[config.mk]
export PLATFORM = sky130hd
export DESIGN_NAME = uart_receiver_flat
export DESIGN_NICKNAME = d
export VERILOG_FILES = /design/src/rtl/uart_pkg.sv /design/src/rtl/uart_receiver_if.sv /design/src/rtl/uart_rx_sync.sv /design/src/rtl/uart_receiver.sv /design/src/flat_wrapper.sv
export SDC_FILE = /design/constraint.sdc
export NUM_CORES = 1
export LEC_CHECK = 0
export ABC_AREA = 1
export CAP_MARGIN = 0
export CORE_UTILIZATION = 61
export CTS_CLUSTER_DIAMETER = 200
export DETAILED_ROUTE_END_ITERATION = 6
export PLACE_DENSITY_LB_ADDON = 0.2
export SLEW_MARGIN = 20
export SYNTH_ARGS = -nofsm -noshare
export SYNTH_HDL_FRONTEND = slang
export SYNTH_SLANG_ARGS = --single-unit
[constraint.sdc]
create_clock -name clk -period 3.9 [get_ports clk]
set_input_delay 0.585 -clock clk [delete_from_list [all_inputs] [get_ports clk]]
set_output_delay 0.585 -clock clk [all_outputs]
set_load 0.1 [all_outputs]
[src/rtl/uart_pkg.sv]
// Shared types and sizing helpers for the 8N1 UART receive path.
package uart_pkg;

   typedef enum logic [2:0] {
      IDLE,
      START,
      DATA,
      STOP,
      BREAK_WAIT
   } rx_state_t;

   localparam int DATA_BITS = 8;

   // Width of a counter that must reach clocks_per_bit-1.
   function automatic int cnt_width(input int clocks_per_bit);
      return (clocks_per_bit > 2) ? $clog2(clocks_per_bit) : 1;
   endfunction

endpackage

[src/rtl/uart_receiver_if.sv]
// Byte handshake and status between the UART receiver and its consumer.
interface uart_receiver_if;
   import uart_pkg::*;

   logic [DATA_BITS-1:0] RxData;
   logic                 data_ready;
   logic                 rx_ack;
   logic                 framing_error;
   logic                 overrun;
   logic                 busy;

   modport master (
      output RxData,
      output data_ready,
      output framing_error,
      output overrun,
      output busy,
      input  rx_ack
   );

   modport slave (
      input  RxData,
      input  data_ready,
      input  framing_error,
      input  overrun,
      input  busy,
      output rx_ack
   );

endinterface

[src/rtl/uart_rx_sync.sv]
// Two-flop synchroniser for the asynchronous serial line; resets to the idle level.
module uart_rx_sync (
   input  logic clk,
   input  logic reset,
   input  logic rx_in,
   output logic rx_s
);

   logic meta_q;
   logic sync_q;

   always_ff @(posedge clk) begin
      if (reset) begin
         meta_q <= 1'b1;
         sync_q <= 1'b1;
      end else begin
         meta_q <= rx_in;
         sync_q <= meta_q;
      end
   end

   assign rx_s = sync_q;

endmodule

[src/rtl/uart_receiver.sv]
// 8N1 serial receiver: mid-bit sampling FSM with ready/ack byte handshake,
// framing-error pulse and sticky overrun flag.
module uart_receiver
   import uart_pkg::*;
#(
   parameter int clk_freq  = 50_000_000,
   parameter int baud_rate = 115200
) (
   input  logic            clk,
   input  logic            reset,
   input  logic            RxD,
   uart_receiver_if.master rx_if
);

   localparam int div_counter = clk_freq / baud_rate;
   localparam int half_div    = div_counter / 2;
   localparam int CNT_W       = cnt_width(div_counter);
   localparam int IDX_W       = $clog2(DATA_BITS);

   localparam logic [CNT_W-1:0] CNT_LAST = CNT_W'(div_counter - 1);
   localparam logic [CNT_W-1:0] CNT_HALF = CNT_W'(half_div - 1);
   localparam logic [IDX_W-1:0] IDX_LAST = IDX_W'(DATA_BITS - 1);

   logic rx_s;

   uart_rx_sync u_sync (
      .clk   (clk),
      .reset (reset),
      .rx_in (RxD),
      .rx_s  (rx_s)
   );

   rx_state_t            state_q,         state_d;
   logic [CNT_W-1:0]     cnt_q,           cnt_d;
   logic [IDX_W-1:0]     bit_idx_q,       bit_idx_d;
   logic [DATA_BITS-1:0] shift_q,         shift_d;
   logic [DATA_BITS-1:0] rx_data_q,       rx_data_d;
   logic                 data_ready_q,    data_ready_d;
   logic                 framing_error_q, framing_error_d;
   logic                 overrun_q,       overrun_d;
   logic                 busy_q,          busy_d;

   always_comb begin
      state_d         = state_q;
      cnt_d           = cnt_q;
      bit_idx_d       = bit_idx_q;
      shift_d         = shift_q;
      rx_data_d       = rx_data_q;
      data_ready_d    = data_ready_q;
      framing_error_d = 1'b0;
      overrun_d       = overrun_q;
      busy_d          = busy_q;

      // Ack clears first so a same-cycle set condition below takes priority.
      if (rx_if.rx_ack) begin
         data_ready_d = 1'b0;
         overrun_d    = 1'b0;
      end

      case (state_q)
         IDLE: begin
            busy_d = 1'b0;
            if (!rx_s) begin
               state_d = START;
               cnt_d   = '0;
               busy_d  = 1'b1;
            end
         end

         START: begin
            if (cnt_q == CNT_HALF) begin
               cnt_d = '0;
               if (!rx_s) begin
                  state_d   = DATA;
                  bit_idx_d = '0;
               end else begin
                  state_d = IDLE;
                  busy_d  = 1'b0;
               end
            end else begin
               cnt_d = cnt_q + 1'b1;
            end
         end

         DATA: begin
            if (cnt_q == CNT_LAST) begin
               cnt_d   = '0;
               shift_d = {rx_s, shift_q[DATA_BITS-1:1]};
               if (bit_idx_q == IDX_LAST) begin
                  state_d = STOP;
               end else begin
                  bit_idx_d = bit_idx_q + 1'b1;
               end
            end else begin
               cnt_d = cnt_q + 1'b1;
            end
         end

         STOP: begin
            if (cnt_q == CNT_LAST) begin
               cnt_d = '0;
               if (rx_s) begin
                  if (!data_ready_q || rx_if.rx_ack) begin
                     rx_data_d    = shift_q;
                     data_ready_d = 1'b1;
                  end else begin
                     overrun_d = 1'b1;
                  end
                  state_d = IDLE;
                  busy_d  = 1'b0;
               end else begin
                  framing_error_d = 1'b1;
                  state_d         = BREAK_WAIT;
               end
            end else begin
               cnt_d = cnt_q + 1'b1;
            end
         end

         // A held-low line must return high before a new start bit counts.
         BREAK_WAIT: begin
            if (rx_s) begin
               state_d = IDLE;
               busy_d  = 1'b0;
            end
         end

         default: begin
            state_d = IDLE;
            busy_d  = 1'b0;
         end
      endcase
   end

   always_ff @(posedge clk) begin
      if (reset) begin
         state_q         <= IDLE;
         cnt_q           <= '0;
         bit_idx_q       <= '0;
         shift_q         <= '0;
         rx_data_q       <= '0;
         data_ready_q    <= 1'b0;
         framing_error_q <= 1'b0;
         overrun_q       <= 1'b0;
         busy_q          <= 1'b0;
      end else begin
         state_q         <= state_d;
         cnt_q           <= cnt_d;
         bit_idx_q       <= bit_idx_d;
         shift_q         <= shift_d;
         rx_data_q       <= rx_data_d;
         data_ready_q    <= data_ready_d;
         framing_error_q <= framing_error_d;
         overrun_q       <= overrun_d;
         busy_q          <= busy_d;
      end
   end

   assign rx_if.RxData        = rx_data_q;
   assign rx_if.data_ready    = data_ready_q;
   assign rx_if.framing_error = framing_error_q;
   assign rx_if.overrun       = overrun_q;
   assign rx_if.busy          = busy_q;

endmodule

[src/flat_wrapper.sv]
// flat-port wrapper written by rule: the top's interface ports become plain ports
module uart_receiver_flat import uart_pkg::*;
#(
   parameter int clk_freq  = 50_000_000,
   parameter int baud_rate = 115200
)
  (clk, reset, RxD, rx_if_RxData, rx_if_data_ready, rx_if_framing_error, rx_if_overrun, rx_if_busy, rx_if_rx_ack);
  uart_receiver_if rx_if_i ();
  input  logic clk;
  input  logic reset;
  input  logic RxD;
  output wire logic [$bits(rx_if_i.RxData)-1:0] rx_if_RxData;
  output wire logic [$bits(rx_if_i.data_ready)-1:0] rx_if_data_ready;
  output wire logic [$bits(rx_if_i.framing_error)-1:0] rx_if_framing_error;
  output wire logic [$bits(rx_if_i.overrun)-1:0] rx_if_overrun;
  output wire logic [$bits(rx_if_i.busy)-1:0] rx_if_busy;
  input wire logic [$bits(rx_if_i.rx_ack)-1:0] rx_if_rx_ack;
  assign rx_if_RxData = rx_if_i.RxData;
  assign rx_if_data_ready = rx_if_i.data_ready;
  assign rx_if_framing_error = rx_if_i.framing_error;
  assign rx_if_overrun = rx_if_i.overrun;
  assign rx_if_busy = rx_if_i.busy;
  assign rx_if_i.rx_ack = rx_if_rx_ack;
  uart_receiver #(.clk_freq(clk_freq), .baud_rate(baud_rate)) u_core (.clk(clk), .reset(reset), .RxD(RxD), .rx_if(rx_if_i));
endmodule
==> results.md, run 1 <==
- Outcome: finished clean
- Die Width: 56.4 um
- Post-cts hold buffer count: 0
- Antenna Nets Post-Route: 0
- CTS Buf Count: 5
- Synthesized flop and latch total: 37
- Clock transition time at the flip-flop clock pins of the worst setup and hold paths: 110 ps
- RePlAce Congestion: 0.905
- Area of the die: 3180 um^2
- Slowest stage cell, crit path: sky130_fd_sc_hd__clkdlybuf4s50_1
- Final clock skew: 4.96 ps
- Fraction of registers with async set or reset after synthesis: 0%
- Clock tree root driver cell: sky130_fd_sc_hd__clkbuf_4
- Clock Sink Count: 37
- Leakage power: 0.928 nW
- Total number of cells along the worst setup path: 1
- Slew at the pin closest to its max-slew limit: 983 ps
- Post-route DRC: 0
- Synth-to-layout area growth: 11.6%
- Port Buffer Count: 15
- Maximum ir drop on the vdd rail: 0.000419 V
- Register area share after synthesis: 41.0%
- Chain of cells forming the critical path: clkdlybuf4s50_1
- Vias in the first global route: 1381
- Most area-hungry cell type in the Yosys netlist: sky130_fd_sc_hd__dfxtp_1
- Pwr dens: 466 nW/um^2
- Worst R2R Path Depth: 8
- First-pass GRT wire length: 5.82 mm
- Mean number of vias per cell: 4.97
- Number of instances in the synthesized netlist: 273
- Synth unique cells: 21
- Worst-path maximum fanout: 2
- Number of warning messages in the yosys log: 0
- Multi-input gate area: 863 um^2
- Nature of the critical path startpoint: register
- Leading post-synthesis cells by instance count: sky130_fd_sc_hd__nand2_1, sky130_fd_sc_hd__nor2_1, sky130_fd_sc_hd__inv_1
- Number of failing setup endpoints in the final timing report: 0
- Share of the clock period used by the worst path after layout: 62.5%
- Share of the synthesized area in the top cell type: 41.0%
- Final Routed Wirelength: 3.38 mm
- Initial core utilization: 64.9%
- Slew Viols, Final: 0
- Clock tree from TritonCTS: yes
- I/O pin count: 16
- Core ar.: 2780 um^2
- Fraction of final layout cells with drive strength greater than 1: 6.55%
- Detailed placement HPWL: 2.48 mm
- Number of buffers and inverters on the critical path: 1
- Number of inserted filler cells in the final layout: 250
- Most used flip-flop cell after synthesis: sky130_fd_sc_hd__dfxtp_1
- Std cell rows: 19
- Number of hold violations in the final report: 0
- Initial antenna violation count: 0
- Post-route cell area: 2020 um^2
- Minimum clock period after layout: 2440 ps
- Data arrival time of the critical path: 1850 ps
- Overall die height: 56.4 um
- Number of enable flip-flop cells after synthesis: 0
- Count of vias placed by the detailed router: 1596
- Category of the most critical setup path: register to output pin
- Total of max-cap violations: 0
- First-iteration detailed-routing DRC count: 71
- Largest net degree at the start of global routing: 23
- Hold path depth: 1
- Most frequently used cell type in the post-synthesis netlist: sky130_fd_sc_hd__nand2_1
- Diodes inserted: 0
- Unrepaired setup endpoints after global routing: no
- Max stage delay on crit path: 1150 ps
- Worst skew pair latency: 350 ps
- Drt wl/cell: 10.5 um
- Cts repair resizes: 0
- Relative slew slack: 34.3%
- Global-route total usage across every layer: 23.8%
- Average cell area after synthesis: 6.61 um^2
- Aggregate global routing overflow: 0
- Net total in the final layout: 299
- Cell family contributing the most delay on the critical path: buffers and inverters
- Synthesized Nets: 282
- Area contributors post-synth: sky130_fd_sc_hd__dfxtp_1, sky130_fd_sc_hd__nand2_1, sky130_fd_sc_hd__nor2_1
- Critical Path Sink Type: output pin
- DRT Pass-1 Iters: 5
- End-of-flow core utilization: 72.5%
- Min-delay worst type: register to register
- # Post-CTS Setup Buffers: 0
- CTS H-tree depth: 2
- DP Area: 1970 um^2
- Critical path data required time: 3310 ps
- FF+latch area: 741 um^2
- Area of the mapped netlist: 1810 um^2
- Total Neg Setup Slack: 0 ps
- Maximum clock frequency: 410 MHz
- Clk buf depth: 2
[worst paths after layout]
kind / startpoint / to / slack [ps]
hold / removal: u_core.u_sync.meta_q / u_core.u_sync.rx_s / 430
setup reg to reg: u_core.cnt_q[0] / u_core.cnt_q[2] / 2200
setup / recovery: u_core.rx_if.RxData[2] / rx_if_RxData[2] / 1460
hold reg to reg: u_core.u_sync.meta_q / u_core.u_sync.rx_s / 430
[cell usage in the layout (no fill, tap or decap), types with 3 or more instances in the layout]
master | Yosys | routed
sky130_fd_sc_hd__a21oi_1 | 14 | 14
sky130_fd_sc_hd__clkbuf_4 | 0 | 5
sky130_fd_sc_hd__clkdlybuf4s50_1 | 0 | 15
sky130_fd_sc_hd__dfxtp_1 | 37 | 37
sky130_fd_sc_hd__ha_1 | 5 | 5
sky130_fd_sc_hd__inv_1 | 43 | 43
sky130_fd_sc_hd__inv_2 | 3 | 3
sky130_fd_sc_hd__nand2_1 | 71 | 71
sky130_fd_sc_hd__nand2_2 | 3 | 3
sky130_fd_sc_hd__nand3_1 | 14 | 14
sky130_fd_sc_hd__nand4_1 | 3 | 3
sky130_fd_sc_hd__nor2_1 | 51 | 51
sky130_fd_sc_hd__o21ai_0 | 8 | 8
sky130_fd_sc_hd__or2_2 | 3 | 3
sky130_fd_sc_hd__xor2_1 | 5 | 5
[per-layer routing]
| metal | vias up | part of all wire, % | routed length [um] | GRT usage, % |
|---|---|---|---|---|
| met3 | 5 | 3.9 | 131 | 5.07 |
| li1 | 859 | - | - | - |
| met4 | 0 | 1.3 | 44 | 12.5 |
| met2 | 35 | 45 | 1540 | 37.4 |
| met1 | 697 | 49 | 1670 | 30.6 |
| met5 | - | 0 | 0 | 0 |
[through the flow]
stage                     std cells  hold WS, ps  setup WS, ps  total power, W
final                           321          425          1460        0.000939
after detailed placement        314          398          1670        0.000746
after global routing            321          464          1410         0.00100
after floorplan                 273          389          2240        0.000683
after global placement          314          391          1720        0.000739
after CTS                       321          427          1440        0.000937
[cells by family after synthesis]
kind of cell	synth area share, %
AOI/OAI and AO/OA	7.42
xor gates and xnor gates	2.43
adders and majority gates	3.47
buffers and inverters	11.2
DFF	41.0
and+or+nand+nor	34.5
[state kept, by name (all words and copies together), names as in the netlist]
register                    cells
u_core.cnt_q                    9
u_core.rx_if.overrun            1
u_core.u_sync.meta_q            1
u_core.rx_if.busy               1
u_core.rx_if.data_ready         1
u_core.shift_q                  8
u_core.u_sync.rx_s              1
u_core.bit_idx_q                3
u_core.rx_if.RxData             8
u_core.state_q                  3
u_core.rx_if.framing_error      1
[cell type report]
cell class                 instances  area share (%)
sequential                        37            36.7
tap                               31            1.92
clock inverter                     1           0.435
inverter                          46            8.57
timing repair buffer              15            7.45
multi-input combinational        185            42.8
clock buffer                       6            2.05
[power by group]
| part | total [W] | leakage [nW] | switching [W] | internal [W] |
|---|---|---|---|---|
| clock | 0.000196 | 0.0283 | 0.000128 | 0.0000685 |
| combinational | 0.000314 | 0.601 | 0.000221 | 0.0000931 |
| sequential | 0.000429 | 0.299 | 0.0000280 | 0.000401 |
Note: power is estimated with default switching activity, not from simulation.
==> run 2, diff against run 1 <==
--- a/config.mk
+++ b/config.mk
@@ -7,7 +7,7 @@
 export LEC_CHECK = 0
 export ABC_AREA = 1
 export CAP_MARGIN = 0
-export CORE_UTILIZATION = 61
+export CORE_UTILIZATION = 51
 export CTS_CLUSTER_DIAMETER = 200
 export DETAILED_ROUTE_END_ITERATION = 6
 export PLACE_DENSITY_LB_ADDON = 0.2
==> constraint.sdc (replaced) <==
create_clock -name clk -period 2.1 [get_ports clk]
set_input_delay 0.315 -clock clk [delete_from_list [all_inputs] [get_ports clk]]
set_output_delay 0.315 -clock clk [all_outputs]
set_load 0.1 [all_outputs]
==> results.md, run 2 (same netlist as run 1, synthesis figures left out) <==
- I/O pin count: 16
- Core ar.: 3360 um^2
- Critical Path Sink Type: register
- Number of failing setup endpoints in the final timing report: 0
- Largest net degree at the start of global routing: 23
- Vias in the first global route: 1329
- First-pass GRT wire length: 5.55 mm
- Share of the clock period used by the worst path after layout: 76.9%
- Diodes inserted: 0
- Hold path depth: 1
- Maximum clock frequency: 619 MHz
- Slew Viols, Final: 0
- Die Width: 61.5 um
- Clock Sink Count: 37
- Most used cells in the layout excluding fill and tap cells: sky130_fd_sc_hd__nand2_1, sky130_fd_sc_hd__nor2_1, sky130_fd_sc_hd__inv_1
- Aggregate global routing overflow: 0
- DP Area: 1970 um^2
- Clock tree root driver cell: sky130_fd_sc_hd__clkbuf_4
- First-iteration detailed-routing DRC count: 99
- Worst R2R Path Depth: 8
- Register ranked first by flip-flop count: u_core.cnt_q
- Cts repair resizes: 0
- Multi-input gate area: 863 um^2
- Hold Startpoint: u_core.u_sync.meta_q
- Net total in the final layout: 301
- Number of inserted filler cells in the final layout: 363
- Nature of the critical path startpoint: register
- FF+latch area: 741 um^2
- Post-route DRC: 0
- Worst Hold Endpoint: u_core.u_sync.rx_s
- Startpoint of the worst register-to-register path: u_core.cnt_q[0]
- Total Neg Setup Slack: 0 ps
- Port Buffer Count: 15
- Total of max-cap violations: 0
- Min-delay worst type: register to register
- Outcome: finished clean
- Slew at the pin closest to its max-slew limit: 407 ps
- CTS H-tree depth: 2
- Pwr dens: 895 nW/um^2
- Reg2Reg Capture Point: u_core.cnt_q[2]
- Overall die height: 61.5 um
- Post-route cell area: 2040 um^2
- Fraction of final layout cells with drive strength greater than 1: 11.9%
- Clock transition time at the flip-flop clock pins of the worst setup and hold paths: 120 ps
- Final Total Pwr: 0.00183 W
- Antenna Nets Post-Route: 0
- Relative slew slack: 72.8%
- Final Routed Wirelength: 3.23 mm
- End-of-flow core utilization: 60.8%
- Detailed placement HPWL: 2.36 mm
- DRT Pass-1 Iters: 4
- Final clock skew: 13.1 ps
- Mean number of vias per cell: 4.61
- Area of the die: 3780 um^2
- Category of the most critical setup path: register to register
- Std cell rows: 21
- Clock tree from TritonCTS: yes
- Count of vias placed by the detailed router: 1564
- Worst skew pair latency: 350 ps
- Drt wl/cell: 9.53 um
- Global-route total usage across every layer: 20.4%
- Data arrival time of the critical path: 1850 ps
- Number of hold violations in the final report: 0
- Initial antenna violation count: 0
- Worst-path maximum fanout: 6
- Leakage power: 0.976 nW
- Maximum ir drop on the vdd rail: 0.000467 V
- Initial core utilization: 53.7%
- Minimum clock period after layout: 1620 ps
- Synth-to-layout area growth: 13.2%
- Unrepaired setup endpoints after global routing: no
- RePlAce Congestion: 0.907
- Clk buf depth: 2
- Post-cts hold buffer count: 0
- Most common cell after layout, fill and taps aside: sky130_fd_sc_hd__nand2_1
- # Post-CTS Setup Buffers: 0
- Worst-case register-to-register setup slack: 480 ps
- Critical path data required time: 2340 ps
- CTS Buf Count: 5
- Max reg flops: 9
-- run 2: changes by cell type in the layout (fill, tap and decap cells not counted) --
cell,delta
sky130_fd_sc_hd__buf_4,+14
sky130_fd_sc_hd__clkbuf_8,+2
sky130_fd_sc_hd__clkbuf_1,-1
sky130_fd_sc_hd__clkinv_4,-1
sky130_fd_sc_hd__clkdlybuf4s50_1,-12
sky130_fd_sc_hd__inv_6,+1
-- run 2: area by class of cell --
type | instances | area share [%]
clock buffers | 7 | 3.18
clock inverters | 1 | 0.429
inverters | 46 | 8.45
multi-input cells | 185 | 42.3
flip-flops and latches | 37 | 36.3
well taps | 46 | 2.82
repair buffers | 17 | 6.61
-- run 2: worst max-delay path by stage --
stage | start | end | slack, ps
3_5_place_dp | u_core.cnt_q[0] | u_core.cnt_q[2] | 500
3_3_place_gp | u_core.cnt_q[1] | u_core.shift_q[2] | 520
5_1_grt | u_core.cnt_q[1] | u_core.shift_q[5] | 270
4_1_cts | u_core.cnt_q[0] | u_core.cnt_q[2] | 480
6_report | u_core.cnt_q[0] | u_core.cnt_q[2] | 480
2_1_floorplan | u_core.rx_if.data_ready | u_core.rx_if.RxData[3] | 440
-- run 2: stage by stage --
stage               cells  worst slack [ps]  hold WS [ps]
floorplan             273               439           389
global placement      331               519           394
detailed placement    331               497           399
CTS                   339               478           418
global route          339               273           437
finish                339               485           408
-- run 2: worst max-delay path: stages, from the launching register on --
cell and delay, ps:
sky130_fd_sc_hd__dfxtp_1 400, sky130_fd_sc_hd__ha_1 160, sky130_fd_sc_hd__nand2_1 70, sky130_fd_sc_hd__nor2_1 100, sky130_fd_sc_hd__nand2_1 130, sky130_fd_sc_hd__nand2_1 150, sky130_fd_sc_hd__nand2_1 140, sky130_fd_sc_hd__o21ai_2 280
sky130_fd_sc_hd__nor2_1 80
-- run 2: power breakdown --
group          switching, W  internal, W
sequential        0.0000521     0.000745
clock              0.000249     0.000200
combinational      0.000408     0.000175
total              0.000709      0.00112
-- run 2: per-layer routing --
| metal | part of all wire [%] | global-route usage, % | vias up |
|---|---|---|---|
| li1 | - | - | 862 |
| met1 | 53 | 26.2 | 678 |
| met4 | 2.1 | 9.52 | 0 |
| met2 | 42 | 30.9 | 17 |
| met3 | 3.0 | 6.93 | 7 |
| met5 | 0 | 0 | - |
==> run 3, diff against run 2 <==
==> constraint.sdc (replaced) <==
create_clock -name clk -period 1.4 [get_ports clk]
set_input_delay 0.21 -clock clk [delete_from_list [all_inputs] [get_ports clk]]
set_output_delay 0.21 -clock clk [all_outputs]
set_load 0.1 [all_outputs]
==> results.md, run 3 (same netlist as run 1, synthesis figures left out) <==
- Outcome: complete, but fails checks
- Violations in the final reports: setup timing
- RePlAce Congestion: 0.866
- Worst hold-check slack: 420 ps
- Initial antenna violation count: 0
- Slew Viols, Final: 0
- Overall die height: 61.5 um
- Leakage power: 1.17 nW
- Count of vias placed by the detailed router: 1825
- Drt wl/cell: 13.1 um
- First-pass GRT wire length: 6.52 mm
- Initial core utilization: 53.7%
- CTS H-tree depth: 2
- First-iteration detailed-routing DRC count: 101
- Die Width: 61.5 um
- Maximum ir drop on the vdd rail: 0.000900 V
- CTS Buf Count: 5
- Category of the most critical setup path: register to register
- Minimum clock period after layout: 1410 ps
- Pwr dens: 1270 nW/um^2
- Port Buffer Count: 15
- Final Worst Setup Slack: -14.7 ps
- Number of standard cells in the final layout excluding fillers: 362
- I/O pin count: 16
- Relative slew slack: 61.8%
- Nature of the critical path startpoint: register
- Critical path data required time: 1640 ps
- Clk buf depth: 2
- Clock transition time at the flip-flop clock pins of the worst setup and hold paths: 100 ps
- Clock tree from TritonCTS: yes
- Clock Sink Count: 37
- Area of the die: 3780 um^2
- Total of max-cap violations: 0
- Slew at the pin closest to its max-slew limit: 572 ps
- Max reg flops: 9
- Share of the clock period used by the worst path after layout: 101%
- Clock tree root driver cell: sky130_fd_sc_hd__clkbuf_4
- Mean number of vias per cell: 5.04
- DRT Pass-1 Iters: 4
- Data arrival time of the critical path: 1660 ps
- Std cell rows: 21
- Total Neg Setup Slack: -58.5 ps
- Most common cell after layout, fill and taps aside: sky130_fd_sc_hd__nand2_1
- Diodes inserted: 0
- Fraction of final layout cells with drive strength greater than 1: 40.5%
- Final clock skew: 10.3 ps
- Global-route total usage across every layer: 24.1%
- Critical Path Sink Type: register
- Worst-path maximum fanout: 8
- Detailed placement HPWL: 2.74 mm
- Core ar.: 3360 um^2
- Number of failing setup endpoints in the final timing report: 5
- Unrepaired setup endpoints after global routing: yes
- Largest net degree at the start of global routing: 17
- Aggregate global routing overflow: 0
- Net total in the final layout: 325
- Vias in the first global route: 1522
- Cell count after placement: 350
- Synth-to-layout area growth: 50.2%
- DP Worst Slack: -90.9 ps
- Number of hold violations in the final report: 0
- Post-route DRC: 0
- Min-delay worst type: input port to register
- Maximum clock frequency: 707 MHz
- Final Routed Wirelength: 4.76 mm
- Most used cells in the layout excluding fill and tap cells: sky130_fd_sc_hd__nand2_1, sky130_fd_sc_hd__inv_1, sky130_fd_sc_hd__nor2_1
- Antenna Nets Post-Route: 0
- Worst skew pair latency: 350 ps
- Register ranked first by flip-flop count: u_core.cnt_q
## run 3: cell count changes in the layout (fill, tap and decap cells not counted), moves of 10 or more
cell and change:
sky130_fd_sc_hd__dfxtp_1 -11, sky130_fd_sc_hd__nor2_1 -16, sky130_fd_sc_hd__nand2_4 +11, sky130_fd_sc_hd__nand2_1 -20
sky130_fd_sc_hd__nand2_2 +10, sky130_fd_sc_hd__buf_12 +12
## run 3: where the power goes
part           total [W]  switching [W]  leakage (nW)  internal (W)
clock network   0.000590       0.000355        0.0303      0.000235
logic            0.00160       0.000967         0.836      0.000630
registers        0.00125       0.000117         0.305       0.00113
## run 3: metal layers
layer  track usage [%]  routed length (um)  vias up
met4              9.52                 132        0
met1              30.1                2080      871
li1                  -                   -      913
met2              39.6                2420       30
met3              6.30                 131       11
met5                 0                   0        -
## run 3: area by class of cell
cell class	instances	area (um^2)
clock buffer	6	51.3
clock inverter	1	7.51
fill	223	651
inverter	46	178
multi-input combinational	186	1180
sequential	37	759
tap	46	57.6
timing repair buffer	40	477
## run 3: path summary, 6_finish.rpt
check	startpoint	end	slack (ps)	cells after the start
setup / recovery	u_core.cnt_q[1]	u_core.shift_q[7]	-10	10
hold / removal	RxD	u_core.u_sync.meta_q	420	2
setup reg to reg	u_core.cnt_q[1]	u_core.shift_q[7]	-10	10
hold reg to reg	u_core.u_sync.meta_q	u_core.u_sync.rx_s	420	1
## run 3: critical path, stage by stage, from the launching register on
cell and delay [ps]:
sky130_fd_sc_hd__dfxtp_2 350, sky130_fd_sc_hd__inv_4 70, sky130_fd_sc_hd__ha_4 130, sky130_fd_sc_hd__nand2_4 50, sky130_fd_sc_hd__inv_1 70, sky130_fd_sc_hd__nand2_2 70, sky130_fd_sc_hd__nor2_4 140, sky130_fd_sc_hd__nand2_2 110
sky130_fd_sc_hd__buf_6 160, sky130_fd_sc_hd__o21ai_1 110, sky130_fd_sc_hd__a21oi_1 50
## run 3: repair_timing
item,4_1_cts,5_1_grt
buffers inserted,2,1
hold endpoints to repair,0,0
endpoints found under the setup margin,28,34
pin swaps,11,14
resized for setup,27,82
gates cloned,1,1
hold buffers,0,0
## run 3: per-stage QoR
step / total power, W / util [%] / cell area, um^2
final: 0.00344 / 80.7 / 2710
after global routing: 0.00364 / 80.7 / 2710
after CTS: 0.00300 / 71.9 / 2420
after detailed placement: 0.00231 / 67.4 / 2270
after global placement: 0.00230 / 67.4 / 2270
after floorplan: 0.00191 / - / 1810
